`src/rtl/lim_digit_chain.sv`:
```
//-----------------------------------------------------------------------------
// lim_digit_chain
//
// Stopwatch time base: a chain of DIGITS cascaded modulo counters. Digit k
// counts modulo its own limit (slice k of LIMITS, digit 0 in the LSB slice),
// and a carry ripples combinationally so every digit updates on one edge.
// Supports up/down counting, whole-chain wrap or saturate, synchronous
// clear, a lap-capture register and a one-cycle chain-wrap pulse.
//
// Parameters:
//   DIGITS  number of cascaded digits (1..8)
//   W       bits per digit
//   LIMITS  packed DIGITS*W moduli; a slice of 0 encodes a modulus of 2^W
//   WRAP    1 = chain wraps at terminal value, 0 = chain saturates (done)
//
// Ports:
//   clk      in   system clock, rising edge
//   reset_n  in   asynchronous active-low reset
//   tick     in   single-cycle count strobe
//   en       in   count enable, qualifies tick
//   dir      in   0 = up, 1 = down, sampled with tick
//   clr      in   synchronous clear, wins over tick
//   lap      in   single-cycle capture strobe for lap_val
//   count    out  current digit values, digit k in slice k
//   lap_val  out  count value captured on the last lap strobe
//   co       out  one-cycle pulse after a chain wrap / saturation step
//   done     out  sticky saturation flag (WRAP=0 only)
//-----------------------------------------------------------------------------
`timescale 1ns / 1ps

module lim_digit_chain #(
  parameter int unsigned              DIGITS = 4,
  parameter int unsigned              W      = 4,
  parameter logic [DIGITS*W-1:0]      LIMITS = {4'd6, 4'd10, 4'd6, 4'd10},
  parameter bit                       WRAP   = 1'b1
) (
  input  logic                  clk,
  input  logic                  reset_n,
  input  logic                  tick,
  input  logic                  en,
  input  logic                  dir,
  input  logic                  clr,
  input  logic                  lap,
  output logic [DIGITS*W-1:0]   count,
  output logic [DIGITS*W-1:0]   lap_val,
  output logic                  co,
  output logic                  done
);

  localparam int unsigned CW = DIGITS * W;

  // Highest legal value of digit k. Subtracting in W bits makes a slice of
  // 0 (modulus 2^W, not representable in W bits) map to all ones.
  function automatic logic [W-1:0] lim_top(input int k);
    logic [W-1:0] lim;
    lim = LIMITS[k*W +: W];
    return lim - W'(1);
  endfunction

  // Next value of one digit when it is allowed to move. The terminal test
  // is done first, so the value never leaves 0..top and never overflows W.
  function automatic logic [W-1:0] digit_next(input logic [W-1:0] d,
                                              input logic [W-1:0] top,
                                              input logic         down,
                                              input logic         term);
    if (term) begin
      return down ? top : '0;
    end
    return down ? (d - W'(1)) : (d + W'(1));
  endfunction

  logic [CW-1:0]     count_q,   count_d;
  logic [CW-1:0]     lap_val_q, lap_val_d;
  logic              co_q,      co_d;
  logic              done_q,    done_d;

  logic [DIGITS-1:0] term;
  logic              chain_term;
  logic              step;
  logic              carry;

  // Per-digit terminal flags for the current direction.
  always_comb begin
    term = '0;
    for (int k = 0; k < DIGITS; k++) begin
      if (dir) begin
        term[k] = (count_q[k*W +: W] == '0);
      end else begin
        term[k] = (count_q[k*W +: W] == lim_top(k));
      end
    end
  end

  assign chain_term = &term;

  // A saturated chain (WRAP=0, done set) ignores ticks until cleared.
  assign step = tick & en & ~clr & ~(done_q & ~WRAP);

  always_comb begin
    count_d   = count_q;
    lap_val_d = lap_val_q;
    co_d      = 1'b0;
    done_d    = done_q;
    carry     = 1'b1;

    // Lap always sees the pre-update count, independent of en/done/clr.
    if (lap) begin
      lap_val_d = count_q;
    end

    if (clr) begin
      count_d = '0;
      done_d  = 1'b0;
    end else if (step) begin
      if (chain_term) begin
        co_d = 1'b1;
      end
      if (chain_term && !WRAP) begin
        // Saturate: hold count, latch done.
        done_d = 1'b1;
      end else begin
        // Digit k moves only when every lower digit is terminal.
        for (int k = 0; k < DIGITS; k++) begin
          if (carry) begin
            count_d[k*W +: W] = digit_next(count_q[k*W +: W], lim_top(k),
                                           dir, term[k]);
          end
          carry = carry & term[k];
        end
      end
    end
  end

  always_ff @(posedge clk or negedge reset_n) begin
    if (!reset_n) begin
      count_q   <= '0;
      lap_val_q <= '0;
      co_q      <= 1'b0;
      done_q    <= 1'b0;
    end else begin
      count_q   <= count_d;
      lap_val_q <= lap_val_d;
      co_q      <= co_d;
      done_q    <= done_d;
    end
  end

  assign count   = count_q;
  assign lap_val = lap_val_q;
  assign co      = co_q;
  assign done    = done_q;

endmodule
```
`config.mk`:
```
export PLATFORM = sky130hd
export DESIGN_NAME = lim_digit_chain
export DESIGN_NICKNAME = d
export VERILOG_FILES = /design/src/rtl/lim_digit_chain.sv
export SDC_FILE = /design/constraint.sdc
export NUM_CORES = 1
export LEC_CHECK = 0
export CAP_MARGIN = 20
export CORE_MARGIN = 5
export CORE_UTILIZATION = 44
export CTS_BUF_LIST = sky130_fd_sc_hd__clkbuf_8
export DETAILED_ROUTE_END_ITERATION = 10
export GPL_ROUTABILITY_DRIVEN = 0
export PLACE_DENSITY = 0.8
export SYNTH_ARGS = -nofsm -noshare
export SYNTH_HDL_FRONTEND = slang
export SYNTH_SLANG_ARGS = --single-unit
export TNS_END_PERCENT = 10
```
`constraint.sdc`:
```
create_clock -name clk -period 3.78 [get_ports clk]
set_input_delay 0.945 -clock clk [delete_from_list [all_inputs] [get_ports clk]]
set_output_delay 0.945 -clock clk [all_outputs]
set_load 0.02 [all_outputs]
```
==> impl_metrics.tcl <==
set metrics [dict create \
    outcome "finished, final reports clean" \
    worst_r2r_endpoint "count[11]$_DFFE_PN0P_" \
    critical_path_class "in2reg" \
    design.portCount 41 \
    worstPathCellList "clkdlybuf4s50_1 -> buf_4 -> ha_1 -> a21o_1 -> a21oi_1 -> nand3_1 -> mux2_1 -> o211a_1" \
    synthMuxAreaShare_pct 12.11 \
    powerDensity_nw_per_um2 337.7 \
    floorplan.initialDensity_pct 44.52 \
    grt_util_all_layers_pct 13.77 \
    largest_family_of_logic_cells_by_synthesized_area "simple AND/OR/NAND/NOR gates" \
    drc 0 \
    finalInstanceArea_um2 2444 \
    worstSetupEndpointType "flop" \
    ys_ff_latch 33 \
    chipHeight_um 75.92 \
    report.final.hold_viol_count 0 \
    clkTransAtPathRegs_ns 0.06 \
    period_share_pct 74.67 \
    gate_count_post_synth 165 \
    cts_buffers 5 \
    p_sw_uw 222.7 \
    grt_pass1_vias 1362 \
    relSlewSlack_pct 50.39 \
    dp.final_hpwl_um 2638 \
    cts_root_buf "sky130_fd_sc_hd__clkbuf_8" \
    cap_violations 0 \
    cts_hold_repair.buffers 0 \
    setup.reg_to_reg.worst_slack_ns 1.94 \
    post_synth_fa_ha_maj_area_fraction_pct 9.424 \
    cp_max_fo 30 \
    total_leakage_power_nw 1.132 \
    timing.hold.worst.class "reg2reg" \
    ant_nets 0 \
    die-area_um2 5763 \
    rsz_0062_raised_after_global_routing "false" \
    share_seq_of_total_power_pct 46.5 \
    cts_setup_buffers 0 \
    crit_start "dir" \
    synth.yosys.warnings 0 \
    ys_dominant_reg_cell "sky130_fd_sc_hd__dfrtp_1" \
    wl_per_cell_um 14.13 \
    number_of_logic_stages_on_the_critical_path_including_buffering 8 \
    drive_gt1_share_pct 17.87 \
    placementRows 24 \
    die_w_um 75.92 \
    fraction_of_registers_with_async_set_or_reset_after_synthesis_pct 100.0 \
    layout.nets 225 \
    cp.arrival_ns 2.99 \
    r2r-start "count[9]$_DFFE_PN0P_" \
    critPathRequiredTime_ns 3.95 \
    yosys.area.top_type "sky130_fd_sc_hd__dfrtp_1" \
    clock-skew-final_ns 0.008247 \
    htree_levels 2 \
    max_stage_delay_ns 0.45 \
    clock_tree.buffer_depth 2 \
    synth.top_cell.area_share_pct 43.19 \
    yosys.area_share.xor_xnor_pct 5.039 \
    drt_pre_antenna_iters 4 \
    synthesized_area_divided_by_synthesized_cell_count_um2 11.59 \
    antenna_found_initial 0 \
    worstPathBufferInverterCount 2 \
    yosys-top-cells-area "sky130_fd_sc_hd__dfrtp_1, sky130_fd_sc_hd__mux2_2, sky130_fd_sc_hd__ha_1, sky130_fd_sc_hd__fa_1, sky130_fd_sc_hd__xnor2_1" \
    cpMaxStageDelayCell "sky130_fd_sc_hd__clkdlybuf4s50_1" \
    power_frac_comb_pct 18.6 \
    synth_compound_area_share_pct 12.63 \
    area_growth_syn_to_layout_pct 27.81 \
    mappedNetlistArea_um2 1912 \
    insertion_delay_ns 0.28 \
    antenna_cells 0 \
    wire_length_of_the_first_global_routing_pass_um 6637 \
    placeableCoreArea_um2 4294 \
    seq_area_frac_synth_pct 43.19 \
    worst_reg2reg_path_depth 6 \
    postRouteWirelength_um 3659 \
    grt-ovfl-total 0 \
    cts_tree "built" \
    vdd.ir_drop.worst_v 0.0002202 \
    netSwitchingFraction_pct 26.99 \
    number_of_enable_flip_flop_cells_after_synthesis 0 \
    crit_path_leading_delay_family "buffers and inverters" \
    routed_via_density 5.255 \
    setup-violations-final 0 \
    post_synth_and_or_nand_nor_area_fraction_pct 15.18 \
    grt_start_max_net_pins 34 \
    layout_min_cycle_time_ns 2.822 \
    post_cts_resize_count 0 \
    worst_setup_path_endpoint "count[11]$_DFFE_PN0P_" \
    synth.cells.most_frequent "sky130_fd_sc_hd__dfrtp_1, sky130_fd_sc_hd__mux2_2, sky130_fd_sc_hd__nor2_1, sky130_fd_sc_hd__a21oi_1" \
    power.share.clock_pct 34.9 \
    syn_nets 184 \
    start_kind "input pin" \
    drt_iter0_markers 65 \
    place.port_buffers 39 \
    post_dp_cell_area_um2 2342 \
    worst-slew-pin-transition_ns 0.7418 \
    cts.sink_count 33 \
    synth_most_common_cell "sky130_fd_sc_hd__dfrtp_1" \
    final_total_negative_setup_slack_ns 0 \
    synth.lib_cells_used.distinct 45 \
    maxClockFrequency_ghz 0.3543 \
    drv_slew 0 \
    p_int_uw 602.5 \
    routed_via_count 1361 \
]
## layout by cell type, fill, tap and decap left out, types with 2 or more instances in the layout
| cell | count |
|---|---|
| sky130_fd_sc_hd__a21o_1 | 5 |
| sky130_fd_sc_hd__a21oi_1 | 11 |
| sky130_fd_sc_hd__a41o_1 | 2 |
| sky130_fd_sc_hd__and2_1 | 2 |
| sky130_fd_sc_hd__and3b_1 | 3 |
| sky130_fd_sc_hd__clkbuf_8 | 7 |
| sky130_fd_sc_hd__clkdlybuf4s50_1 | 38 |
| sky130_fd_sc_hd__dfrtp_1 | 33 |
| sky130_fd_sc_hd__fa_1 | 4 |
| sky130_fd_sc_hd__ha_1 | 8 |
| sky130_fd_sc_hd__inv_1 | 4 |
| sky130_fd_sc_hd__mux2_2 | 16 |
| sky130_fd_sc_hd__mux2i_1 | 4 |
| sky130_fd_sc_hd__nand2_1 | 3 |
| sky130_fd_sc_hd__nand2b_1 | 2 |
| sky130_fd_sc_hd__nand3_1 | 2 |
| sky130_fd_sc_hd__nor2_1 | 16 |
| sky130_fd_sc_hd__nor2b_1 | 3 |
| sky130_fd_sc_hd__nor3b_1 | 2 |
| sky130_fd_sc_hd__nor3b_2 | 2 |
| sky130_fd_sc_hd__o21ai_0 | 4 |
| sky130_fd_sc_hd__o21ai_4 | 2 |
| sky130_fd_sc_hd__o41ai_1 | 2 |
| sky130_fd_sc_hd__xnor2_1 | 8 |
| sky130_fd_sc_hd__xor2_1 | 3 |
## power by group through the flow
stage          sequential (mW)  clock [mW]  combinational [mW]
5_1_grt                  0.386       0.319               0.170
2_1_floorplan            0.404           0              0.0809
3_5_place_dp             0.391           0               0.156
6_report                 0.384       0.288               0.154
3_3_place_gp             0.390           0               0.151
4_1_cts                  0.384       0.299               0.157
## how the worst min path moves through the flow
stage / from / end / slack, ns / cells after the start
3_3_place_gp: lap_val[4]$_DFFE_PN0P_ / lap_val[4]$_DFFE_PN0P_ / 0.49 / 1
2_1_floorplan: lap_val[0]$_DFFE_PN0P_ / lap_val[0]$_DFFE_PN0P_ / 0.64 / 1
3_5_place_dp: lap_val[2]$_DFFE_PN0P_ / lap_val[2]$_DFFE_PN0P_ / 0.49 / 1
6_report: lap_val[7]$_DFFE_PN0P_ / lap_val[7]$_DFFE_PN0P_ / 0.50 / 1
4_1_cts: lap_val[2]$_DFFE_PN0P_ / lap_val[2]$_DFFE_PN0P_ / 0.51 / 1
5_1_grt: lap_val[1]$_DFFE_PN0P_ / lap_val[1]$_DFFE_PN0P_ / 0.52 / 1
## per-stage QoR
stage                     hold WS [ns]  cells  worst slack (ns)  util, %  power (mW)
after global placement          0.4878    251            0.7252    54.55      0.5413
after global routing            0.5210    259            0.8564    56.91      0.8739
final                           0.5042    259            0.9576    56.91      0.8252
after CTS                       0.5091    259            0.9496    56.91      0.8397
after floorplan                 0.6360    165             1.558        -      0.4853
after detailed placement        0.4943    251            0.6435    54.55      0.5468
## registers in the layout (all words and copies together), names as in the netlist
name     count
co           1
count       16
lap_val     16
## worst register-to-register path, stage by stage (launching register included)
cell	delay, ns
sky130_fd_sc_hd__dfrtp_1	0.46
sky130_fd_sc_hd__ha_1	0.30
sky130_fd_sc_hd__a21o_1	0.17
sky130_fd_sc_hd__a21oi_1	0.28
sky130_fd_sc_hd__nand3_1	0.11
sky130_fd_sc_hd__mux2_1	0.30
sky130_fd_sc_hd__o211a_1	0.12
## cell families after synthesis
group,count (synthesis)
AND/OR/NAND/NOR,44
AO/OA/AOI/OAI,33
flip-flops,33
multiplexers,21
adder cells (fa/ha/maj),12
XOR/XNOR,11
buffers and inverters,10
other,1
## cell type report
class | count | area (um2)
fill | 369 | 1851
multi-input combinational | 122 | 1044
sequential | 33 | 825.8
timing repair buffer | 40 | 392.9
clock buffer | 7 | 96.34
tap | 52 | 65.06
inverter | 4 | 15.01
clock inverter | 1 | 5.005
## per-layer routing
metal	routed length [um]	global-route usage (%)	share of wire [%]
met5	0	0	0
met2	1770	22.17	48
met3	189	4.502	5.2
met1	1675	17.67	46
met4	23	3.737	0.63
(Power assumes the default switching activity.)
